`src/rtl/disk_batch_ctrl.sv`:
```
// Batch controller: walks a run of sequence indices through a single-issue disk
// engine and streams each captured result out over a valid/ready beat interface.
module disk_batch_ctrl #(
  parameter int CNT_W = 16
) (
  input  logic             clk,
  input  logic             rst_n,
  input  logic             cmd_valid,
  output logic             cmd_ready,
  input  logic [31:0]      cmd_k0,
  input  logic [CNT_W-1:0] cmd_count,
  input  logic [1:0]       cmd_base0,
  input  logic [1:0]       cmd_base1,
  input  logic             abort,
  output logic             eng_start,
  output logic [31:0]      eng_k,
  output logic [1:0]       eng_base_sel0,
  output logic [1:0]       eng_base_sel1,
  input  logic             eng_ready,
  input  logic             eng_done,
  input  logic [31:0]      eng_x,
  input  logic [31:0]      eng_y,
  output logic             out_valid,
  input  logic             out_ready,
  output logic [31:0]      out_x,
  output logic [31:0]      out_y,
  output logic [31:0]      out_k,
  output logic             out_last,
  output logic             busy,
  output logic             batch_done
);

  typedef enum logic [2:0] {
    S_IDLE,
    S_ISSUE,
    S_WAIT,
    S_OUT,
    S_DRAIN
  } state_e;

  state_e           state_q, state_d;
  logic [31:0]      k_q, k_d;
  logic [CNT_W-1:0] rem_q, rem_d;
  logic [1:0]       base0_q, base0_d;
  logic [1:0]       base1_q, base1_d;
  logic [31:0]      ox_q, ox_d;
  logic [31:0]      oy_q, oy_d;
  logic [31:0]      ok_q, ok_d;
  logic             done_q, done_d;

  always_ff @(posedge clk or negedge rst_n) begin
    if (!rst_n) begin
      state_q <= S_IDLE;
      k_q     <= '0;
      rem_q   <= '0;
      base0_q <= '0;
      base1_q <= '0;
      ox_q    <= '0;
      oy_q    <= '0;
      ok_q    <= '0;
      done_q  <= 1'b0;
    end else begin
      state_q <= state_d;
      k_q     <= k_d;
      rem_q   <= rem_d;
      base0_q <= base0_d;
      base1_q <= base1_d;
      ox_q    <= ox_d;
      oy_q    <= oy_d;
      ok_q    <= ok_d;
      done_q  <= done_d;
    end
  end

  // remaining is cleared on every return to IDLE so out_last cannot linger.
  always_comb begin
    state_d = state_q;
    k_d     = k_q;
    rem_d   = rem_q;
    base0_d = base0_q;
    base1_d = base1_q;
    ox_d    = ox_q;
    oy_d    = oy_q;
    ok_d    = ok_q;
    done_d  = 1'b0;
    case (state_q)
      S_IDLE: begin
        if (cmd_valid) begin
          k_d     = cmd_k0;
          rem_d   = cmd_count;
          base0_d = cmd_base0;
          base1_d = cmd_base1;
          if (cmd_count != '0) state_d = S_ISSUE;
          else                 done_d  = 1'b1;
        end
      end
      S_ISSUE: begin
        if (abort) begin
          state_d = S_IDLE;
          rem_d   = '0;
        end else if (eng_ready) begin
          state_d = S_WAIT;
        end
      end
      S_WAIT: begin
        if (abort) begin
          // A result arriving with the abort is already the one DRAIN would discard.
          state_d = eng_done ? S_IDLE : S_DRAIN;
          rem_d   = '0;
        end else if (eng_done) begin
          ox_d    = eng_x;
          oy_d    = eng_y;
          ok_d    = k_q;
          state_d = S_OUT;
        end
      end
      S_OUT: begin
        if (out_ready && rem_q > CNT_W'(1)) begin
          k_d     = k_q + 32'd1;
          rem_d   = rem_q - CNT_W'(1);
          state_d = S_ISSUE;
        end else if (out_ready) begin
          rem_d   = '0;
          state_d = S_IDLE;
          done_d  = !abort;
        end
        if (abort) begin
          state_d = S_IDLE;
          rem_d   = '0;
        end
      end
      S_DRAIN: begin
        if (eng_done) state_d = S_IDLE;
      end
      default: state_d = S_IDLE;
    endcase
  end

  always_comb begin
    cmd_ready     = (state_q == S_IDLE);
    busy          = (state_q != S_IDLE);
    eng_start     = (state_q == S_ISSUE) && eng_ready && !abort;
    out_valid     = (state_q == S_OUT);
    out_last      = (rem_q == CNT_W'(1));
    eng_k         = k_q;
    eng_base_sel0 = base0_q;
    eng_base_sel1 = base1_q;
    out_x         = ox_q;
    out_y         = oy_q;
    out_k         = ok_q;
    batch_done    = done_q;
  end

endmodule

```
`config.mk`:
```
export PLATFORM = sky130hd
export DESIGN_NAME = disk_batch_ctrl
export DESIGN_NICKNAME = d
export VERILOG_FILES = /design/src/rtl/disk_batch_ctrl.sv
export SDC_FILE = /design/constraint.sdc
export NUM_CORES = 1
export LEC_CHECK = 0
export BUFFER_PORTS_ARGS = -buffer_cell sky130_fd_sc_hd__clkbuf_2
export CELL_PAD_IN_SITES_DETAIL_PLACEMENT = 0
export CELL_PAD_IN_SITES_GLOBAL_PLACEMENT = 1
export CORE_UTILIZATION = 38
export DETAILED_ROUTE_END_ITERATION = 12
export GPL_TIMING_DRIVEN = 1
export PLACE_DENSITY = 0.84
export SLEW_MARGIN = 0
export SYNTH_ARGS = -nofsm -noshare
export SYNTH_HDL_FRONTEND = slang
export SYNTH_SLANG_ARGS = --single-unit
```
`constraint.sdc`:
```
create_clock -name clk -period 2.9 [get_ports clk]
set_clock_uncertainty 0.2 [all_clocks]
set_input_delay 0.725 -clock clk [delete_from_list [all_inputs] [get_ports clk]]
set_output_delay 0.725 -clock clk [all_outputs]
set_load 0.02 [all_outputs]
```
# Word-level counts from Yosys, hierarchy flattened
# Index checks and enable logic that the tools add are counted.
# W data, S select, Z words.
# word_totals
ram_bits	0
elab_cells	67
reg_bits	152
latchBits	0
n_memories	0
mem_bits_ro	0
input_bits	123
out_inout_bits	138
# classes
shifts	0
n_eq_ne	13
order_cmp	1
reduce_logical	15
n_div	0
multipliers	0
bitwise	1
add_sub_neg	2
mux	26
# ops
operator	n
$mux W16	5
$mux W32	2
$pmux W32 S2	1
$pmux W16 S3	1
$mux W3	11
$add A32 B1 Y32 const B	1
$eq A16 B1 Y1 const B	1
$gt A16 B1 Y1 const B	1
$reduce_bool A16 Y1	1
$sub A16 B1 Y16 const B	1
$pmux W3 S5	1
$eq A3 B2 Y1 const B	2
$ne A2 B1 Y1 const B	3
$ne A3 B3 Y1 const B	2
$reduce_and A3 Y1	2
$reduce_and A6 Y1	1
$reduce_bool A3 Y1	2
$mux W1	4
$ne A2 B2 Y1 const B	2
$ne A4 B2 Y1 const B	1
$reduce_and A4 Y1	1
$eq A3 B1 Y1 const B	1
$eq A3 B3 Y1 const B	1
$logic_and A1 B1 Y1	3
other kinds (7)	7

# Depth between registers and ports, before layout
# Gate-level depths: netlist (run 1).
# logic_depth
word_depth	5
mapped_depth	10
ltp_nobuf	7

# Worst setup path before layout (run 1)
# OpenSTA, ideal clock, no wires.
# synth_timing
kind	reg-to-output
from	register rem_q[6]
to	output port out_last
path_buffers	2
required_time_ps	1975
stages_incl_launch_ff	6
setup_slack_ps	-95
arrival_ps	2070
cell_sequence	dfrtp_1 -> buf_6 -> or4_4 -> or2_1 -> clkbuf_1 -> nor4_1
# synth_between
elab_chain_cells	1
# synth_rtl
item	line	source
start, declared	43	logic [CNT_W-1:0] rem_q, rem_d;
start signal, assigned	65	rem_q <= rem_d;
$eq A16 B1 Y1	144	out_last = (rem_q == CNT_W'(1));
end, declared	28	output logic out_last,
# Every way passes these cells.

# Final worst setup path (run 1)
# layout_timing
from	register rem_q[13]
to	output port out_last
# The elaborated chain is that of the path after synthesis.

==> reports/qor.yml, run 1 <==
gr-total-overflow: 0
p_seq_share_pct: 35.9
gp_congestion: 0.8184
fmax_mhz: 344.2
dieHeight_um: 140.5
slew_violations: 0
ff2ff_path_depth: 7
power.share.combinational_pct: 43.9
row_count: 50
drt-initial-drc-count: 390
status: "complete, but fails checks"
period_share_pct: 100.2
ys.flop_type: "dfrtp_1"
tightest_slew_ps: 955.4
avgViaCountPerCell: 5.437
yosys.area.top_type_share_pct: 52.16
synth.avg_cell_area_um2: 11.13
syn_inst: 655
cts.sinks: 152
cts.hold.buffers_added: 0
nets: 1048
switching_share_pct: 43.44
final-seq-area_mm2: 0.003804
end_kind: "output pin"
hold_path.class: "in2async"
reg2reg_slack_ps: 200
insertion_delay_ps: 430
grt_pass1_wl_mm: 32.67
ys_types: 65
cp.arrival_ps: 1980
fp.dieW_um: 140.5
avgRoutedWirePerCell_um: 17.62
relSlewSlack_pct: 36.31
via_count: 6356
synth-async-reset-ratio_pct: 100.0
critPathLaunchType: "register"
finalPower_mw: 11.08
wirelength_mm: 20.60
ant_nets: 0
die_area_mm2: 0.01975
layout_common_cells: "clkbuf_2, dfrtp_1, mux2_2"
crit_required_ps: 1980
cts.clk_slew.worst_paths_ps: 70
intPower_mw: 6.269
antenna_cells: 0
synth_warnings: 0
grt_pass1_vias: 6136
final_common_cell: "clkbuf_2"
fin_cells: 1169
htreeDepth: 4
rr_endpoint: "eng_k[14]"
clk_path_buf_depth: 2
synth_top_area_cell: "dfrtp_1"
finalHoldViolCount: 0
track_usage_pct: 21.27
synth_area_leaders: "dfrtp_1, mux2_2, nand2_1, o21ai_0, a22o_1"
io_buffers: 260
synth_seq_cells: 152
power_leakage_nw: 4.655
utilization_pct: 51.25
crit_fanout: 2
drc: 0
core_mm2: 0.01877
powerDensity_mw_per_mm2: 1152
multi_input_area_mm2: 0.003264
setup_viol: 1
antenna_found_initial: 0
violations: "negative setup slack"
fillCellCount: 1732
rsz0062_at_grt: "true"
start_util_pct: 38.85
firstDrtPassIters: 5
drive_gt1_share_pct: 47.06
tritoncts.num_buffers: 17
vdd_drop_max_mv: 0.5658
min_period_ps: 2906
ys_seq_area_share_pct: 52.16
boundaryPins: 261
maxCapViolCount: 0
reg2reg_from: "rem_q[0]"
area_delta_synth_final_pct: 31.90
clockPowerShare_pct: 20.2
grt_max_degree: 71
cts_tree: "built"
syn_nets: 781
ctsRootBufferMaster: "clkbuf_16"
setup_ws_ps: -5.696
synthesis.area_mm2: 0.007292
path_class: "reg2out"
p_switching_mw: 4.815
dp_hpwl_mm: 14.83
pre_cts_ws_ps: 122.2
synth_edf_count: 0
dp.cells: 1133
==> worst max-delay path by stage <==
stage,startpoint,endpoint,slack (ps),depth (start not counted)
3_3_place_gp,rem_q[8],out_last,130,4
4_1_cts,rem_q[13],out_last,-60,4
5_1_grt,rem_q[6],out_last,-90,4
6_report,rem_q[13],out_last,-6,4
2_1_floorplan,rem_q[6],out_last,120,5
3_5_place_dp,rem_q[8],out_last,120,4
==> cells in the mapped netlist, drive strengths merged, types with 2 or more instances <==
master / n
dfrtp: 152
mux2: 96
nand2: 60
o21ai: 38
clkbuf: 33
nor2: 32
a22o: 17
nand3: 17
a21oi: 16
nor3: 16
nand4: 14
nor4: 14
inv: 13
o22ai: 13
buf: 12
a31oi: 9
and4: 8
a2bb2oi: 6
o2bb2a: 6
o31ai: 6
or4: 6
a211oi: 5
and3: 5
o2bb2ai: 5
a221o: 4
a22oi: 4
a21o: 3
a32oi: 3
and2: 3
ha: 3
nand2b: 3
o211ai: 3
o21a: 3
or2: 3
a221oi: 2
a311oi: 2
nor3b: 2
o22a: 2
o32a: 2
==> through the flow <==
step / instance area (um^2) / TNS [ps] / hold WS (ps)
after CTS: 9618 / -63.91 / 59.85
after global placement: 8966 / 0 / 257.3
after detailed placement: 8966 / 0 / 269.6
final: 9618 / -5.696 / 47.72
after global routing: 9618 / -88.71 / 79.41
after floorplan: 7298 / 0 / 229.4
==> logic make-up after synthesis <==
group                    after synthesis  synth area share, %
adder cells (fa/ha/maj)                3               0.5148
AO/OA/AOI/OAI                        159                15.72
buffers and inverters                 58                3.517
flip-flops                           152                52.16
multiplexers                          97                14.96
AND/OR/NAND/NOR                      186                13.13
==> what timing repair did <==
item | in CTS | in global routing
gates resized for setup | 5 | 1
hold endpoints to repair | 0 | 0
buffers inserted | 4 | 0
endpoints found under the setup margin | 1 | 1
pin swaps | 3 | 0
==> power by group through the flow <==
stage / sequential [mW] / combinational [mW] / clock, mW
floorplan: 4.93 / 2.07 / 0
global placement: 3.97 / 4.74 / 0
detailed placement: 4.03 / 4.80 / 0
CTS: 3.99 / 4.89 / 2.28
global route: 4.15 / 5.24 / 2.36
finish: 3.98 / 4.86 / 2.24
==> critical path, cell delays in order, from the launching register on <==
cell	delay [ps]
dfrtp_1	390
or4_4	540
or2_4	280
nor4_4	160
buf_4	190
==> state kept, by name (all words and copies together) (netlist names) <==
name	flops
eng_base_sel1	2
out_k	32
state_q	3
rem_q	16
batch_done	1
out_x	32
eng_base_sel0	2
out_y	32
eng_k	32
==> area by class of cell <==
class	instances	area share [%]
Sequential cell	152	39.55
Clock inverter	15	1.821
Clock buffer	17	4.423
Timing Repair Buffer	293	16.72
Tap cell	234	3.044
Multi-Input combinational cell	445	33.94
Inverter	13	0.5074
==> routing by layer <==
layer	wire length [um]	track usage [%]	vias up	part of all wire, %
met1	8810	26.98	3101	43
met3	1532	5.880	26	7.4
met2	9881	34.95	242	48
met4	374	7.323	0	1.8
met5	0	0	-	0
li1	-	-	2987	-
No activity file was read; power rests on OpenSTA's default activity.
==> inputs of run 2 (changes only) <==
- ABC_AREA: unset -> 1
- CORE_UTILIZATION: 38 -> 37
- PLACE_DENSITY: 0.84 -> 0.85
- SLEW_MARGIN: 0 -> 20
==> run 2 against run 1 <==
Against the previous run: the run now ends clean; die area up 8.4%; cell count up 28%; register-to-register slack better by 410 ps; flip-flop and latch count unchanged; clock power about the same; wire length up 11%; count of clock-buffer cells in the layout unchanged; largest power group unchanged.
==> reports/qor.yml, run 2 <==
finalHoldViolCount: 0
fp.dieW_um: 146.3
dp.cells: 1461
grt_max_degree: 55
area_delta_synth_final_pct: 29.49
tightest_slew_ps: 578.1
final_common_cell: "nand2_1"
power_leakage_nw: 5.257
gr-total-overflow: 0
synth_area_leaders: "dfrtp_1, nand2_1, mux2_2, nor2_1, nand3_1"
syn_nets: 1067
avgRoutedWirePerCell_um: 15.31
antenna_cells: 0
hold_path.class: "in2async"
cts.hold.buffers_added: 0
setup_ws_ps: 241.3
cp_cell_sequence: "nor2_1 > nand2_1 > nor2_1 > nand2_1 > inv_1 > clkbuf_2"
synth.avg_cell_area_um2: 8.192
crit_family: "simple AND/OR/NAND/NOR gates"
wirelength_mm: 22.86
track_usage_pct: 21.94
cts.sinks: 152
grt_pass1_wl_mm: 36.78
slowest_stage: "dfrtp_1"
synth_warnings: 0
postCtsResizedCells: 0
cpPeakStageDelay_ps: 430
ys.flop_type: "dfrtp_1"
vdd_drop_max_mv: 0.4538
status: "finished, final reports clean"
powerDensity_mw_per_mm2: 1152
post_cts_buffers: 0
synth_common_cells: "nand2_1, dfrtp_1, nor2_1"
avgViaCountPerCell: 4.789
fin_cells: 1493
path_class: "reg2out"
rsz0062_at_grt: "false"
drt-initial-drc-count: 432
intPower_mw: 6.170
cts.clk_slew.worst_paths_ps: 70
row_count: 52
synth_seq_cells: 152
syn_inst: 941
ys_types: 30
critPathLaunchType: "register"
firstDrtPassIters: 5
antenna_found_initial: 0
stdcell_area_mm2: 0.009982
period_share_pct: 91.68
maxCapViolCount: 0
crit_buf_inv: 2
via_count: 7150
grt_pass1_vias: 6759
clockPowerShare_pct: 19.5
gp_congestion: 0.8635
yosys.area.top_type_share_pct: 49.34
min_period_ps: 2659
synthesis.area_mm2: 0.007709
ant_nets: 0
p_switching_mw: 5.326
dp_hpwl_mm: 17.62
layout_common_cells: "nand2_1, clkbuf_2, dfrtp_1"
switching_share_pct: 46.33
synth.most_common_cell: "nand2_1"
ctsRootBufferMaster: "clkbuf_16"
place_area_mm2: 0.009385
fillCellCount: 2023
ys_seq_area_share_pct: 49.34
synth-async-reset-ratio_pct: 100.0
drive_gt1_share_pct: 33.20
slew_violations: 0
clk_path_buf_depth: 2
synth_top_area_cell: "dfrtp_1"
crit_required_ps: 1980
core_mm2: 0.02030
boundaryPins: 261
insertion_delay_ps: 430
fin_setup_tns_ps: 0
relSlewSlack_pct: 61.46
die_area_mm2: 0.02142
synth_edf_count: 0
cp.arrival_ps: 1730
start_util_pct: 37.97
end_kind: "output pin"
nets: 1336
dieHeight_um: 146.3
setup_viol: 0
htreeDepth: 4
io_buffers: 260
crit_fanout: 5
pre_cts_ws_ps: 496.7
fmax_mhz: 376.1
tritoncts.num_buffers: 17
p_seq_share_pct: 35.1
hold-worst-slack_ps: 50.10
power.share.combinational_pct: 45.4
drc: 0
cts_tree: "built"
run 2: worst paths after layout:
| check | startpoint | to | slack [ps] | depth (start not counted) |
|---|---|---|---|---|
| worst max-delay path | rem_q[8] | out_last | 240 | 6 |
| worst min-delay path | rst_n | eng_k[10] | 50 | 1 |
| max in group asynchronous | rst_n | out_k[25] | 1630 | 2 |
| min in group clk | out_k[5] | out_k[5] | 290 | 2 |
| worst max register to register | eng_k[1] | eng_k[22] | 610 | 9 |
| worst min register to register | out_k[5] | out_k[5] | 290 | 2 |
run 2: power by group through the flow:
stage | clock network, mW | registers [mW] | logic, mW
2_1_floorplan | 0 | 4.98 | 2.41
3_3_place_gp | 0 | 4.04 | 5.18
3_5_place_dp | 0 | 4.07 | 5.25
4_1_cts | 2.28 | 4.03 | 5.26
5_1_grt | 2.36 | 4.19 | 5.76
6_report | 2.24 | 4.03 | 5.22
run 2: stage by stage:
stage          util, %  power (mW)
2_1_floorplan        -       7.385
3_3_place_gp     46.23       9.219
3_5_place_dp     46.23       9.315
4_1_cts          49.17       11.58
5_1_grt          49.17       12.30
6_report         49.17       11.50
run 2: cell families after synthesis:
| group | after synthesis | share of synthesized area [%] |
|---|---|---|
| multiplexers | 74 | 10.81 |
| flip-flops | 152 | 49.34 |
| AND/OR/NAND/NOR | 520 | 27.30 |
| XOR/XNOR | 12 | 1.364 |
| adder cells (fa/ha/maj) | 3 | 0.4870 |
| AO/OA/AOI/OAI | 73 | 4.902 |
| buffers and inverters | 107 | 5.795 |
run 2: metal layers:
layer,global-route usage (%),share of wire [%],wire length [um]
met1,30.47,46,10570
met2,35.14,47,10840
met3,3.750,5.2,1180
met4,6.302,1.2,278
met5,0,0,0
run 2: layout make-up:
type | instances | area (um^2) | share of cell area (%)
clock inverter | 15 | 171.4 | 1.717
tap | 270 | 337.8 | 3.384
clock buffer | 17 | 425.4 | 4.262
timing repair buffer | 280 | 1483 | 14.85
inverter | 77 | 290.3 | 2.908
sequential | 152 | 3804 | 38.10
multi-input combinational | 682 | 3471 | 34.77
==> inputs of run 3 (changes only) <==
- HOLD_SLACK_MARGIN: unset -> 0.08
- TNS_END_PERCENT: unset -> 20
==> run 3 against run 2 <==
Against the previous run: flip-flop and latch count is the same; cell count hardly changed; register-to-register slack about the same; clock power is essentially flat; non-clock buffer count increased by 1; die area unchanged; power hardly changed; sequential share of layout area about the same; cell area increased by 0.10%; critical path depth did not move; sequential power about the same; critical endpoint unchanged; largest power group unchanged.
==> reports/qor.yml, run 3 (synthesis results as in run 2) <==
finalHoldViolCount: 0
period_share_pct: 91.66
crit_required_ps: 1980
avgRoutedWirePerCell_um: 15.29
final_common_cell: "nand2_1"
antenna_found_initial: 0
final-seq-area_mm2: 0.003804
via_count: 7166
fp.dieW_um: 146.3
multi_input_area_mm2: 0.003471
finalPower_mw: 11.50
power_leakage_nw: 5.261
wirelength_mm: 22.84
cts.sinks: 152
row_count: 52
boundaryPins: 261
dp_hpwl_mm: 17.62
min_period_ps: 2658
cts.clk_slew.worst_paths_ps: 70
die_area_mm2: 0.02142
end_kind: "output pin"
antenna_cells: 0
setup_viol: 0
grt_pass1_wl_mm: 36.78
hold_path.class: "reg2reg"
postCtsResizedCells: 0
clockPowerShare_pct: 19.5
area_delta_synth_final_pct: 29.62
drt-initial-drc-count: 430
tightest_slew_ps: 578.3
path_class: "reg2out"
io_buffers: 260
p_switching_mw: 5.324
critPathLaunchType: "register"
track_usage_pct: 21.94
start_util_pct: 37.97
ctsRootBufferMaster: "clkbuf_16"
nets: 1337
core_mm2: 0.02030
relSlewSlack_pct: 61.45
firstDrtPassIters: 5
tritoncts.num_buffers: 17
insertion_delay_ps: 430
status: "finished, final reports clean"
grt_pass1_vias: 6764
gp_congestion: 0.8635
dieHeight_um: 146.3
cts_tree: "built"
hold-worst-slack_ps: 289.4
power.share.combinational_pct: 45.4
fin_setup_tns_ps: 0
maxCapViolCount: 0
powerDensity_mw_per_mm2: 1150
gr-total-overflow: 0
ant_nets: 0
intPower_mw: 6.171
layout_common_cells: "nand2_1, clkbuf_2, dfrtp_1"
switching_share_pct: 46.31
clk_path_buf_depth: 2
drc: 0
vdd_drop_max_mv: 0.4531
slew_violations: 0
grt_max_degree: 55
cp.arrival_ps: 1730
avgViaCountPerCell: 4.797
htreeDepth: 4
crit_fanout: 5
rsz0062_at_grt: "false"
drive_gt1_share_pct: 33.17
fillCellCount: 2022
fmax_mhz: 376.2
p_seq_share_pct: 35.1
## run 3: changes by cell type in the layout (fill, tap and decap cells not counted)
cell / delta
dlygate4sd3_1: +1
## run 3: through the flow
step	std cells	util [%]	worst slack, ps	cell area (um^2)
4_1_cts	1494	49.22	242.1	9992
6_report	1494	49.22	241.9	9992
2_1_floorplan	941	-	733.0	7709
3_5_place_dp	1461	46.23	496.7	9385
3_3_place_gp	1461	46.23	516.3	9385
5_1_grt	1494	49.22	126.3	9992
## run 3: area by class of cell
class	instances	share of cell area (%)
repair buffers	281	14.94
flip-flops and latches	152	38.07
multi-input cells	682	34.74
clock buffers	17	4.257
inverters	77	2.905
well taps	270	3.381
clock inverters	15	1.715
## run 3: final timing paths
check,startpoint,end,slack [ps],depth (start not counted)
min,out_k[0],out_k[0],290,2
max,rem_q[8],out_last,240,6
max in group asynchronous,rst_n,out_k[25],1050,3
max reg2reg,state_q[2],out_k[27],620,5
min in group asynchronous,rst_n,eng_k[10],620,2
min reg2reg,out_k[0],out_k[0],290,2
## run 3: power groups by stage
stage,combinational [mW],clock [mW],sequential [mW]
global placement,5.18,0,4.04
finish,5.22,2.24,4.03
global route,5.76,2.36,4.19
CTS,5.26,2.28,4.03
detailed placement,5.25,0,4.07
floorplan,2.41,0,4.98
## run 3: metal layers
metal	track usage (%)	up-vias	part of all wire, %
li1	-	3534	-
met1	30.47	3366	46
met2	35.14	246	47
met3	3.750	20	5.7
met4	6.302	0	1.2
met5	0	-	0
## run 3: timing repair
item / in CTS / in global routing
buffers inserted: 0 / 0
hold buffers: 1 / 0
endpoints found under the hold margin: 3 / 0
## run 3: critical path, cell delays in order, from the launching register on
cell,delay [ps]
dfrtp_1,430
nor2_1,280
nand2_1,90
nor2_1,180
nand2_1,90
inv_1,60
clkbuf_2,170
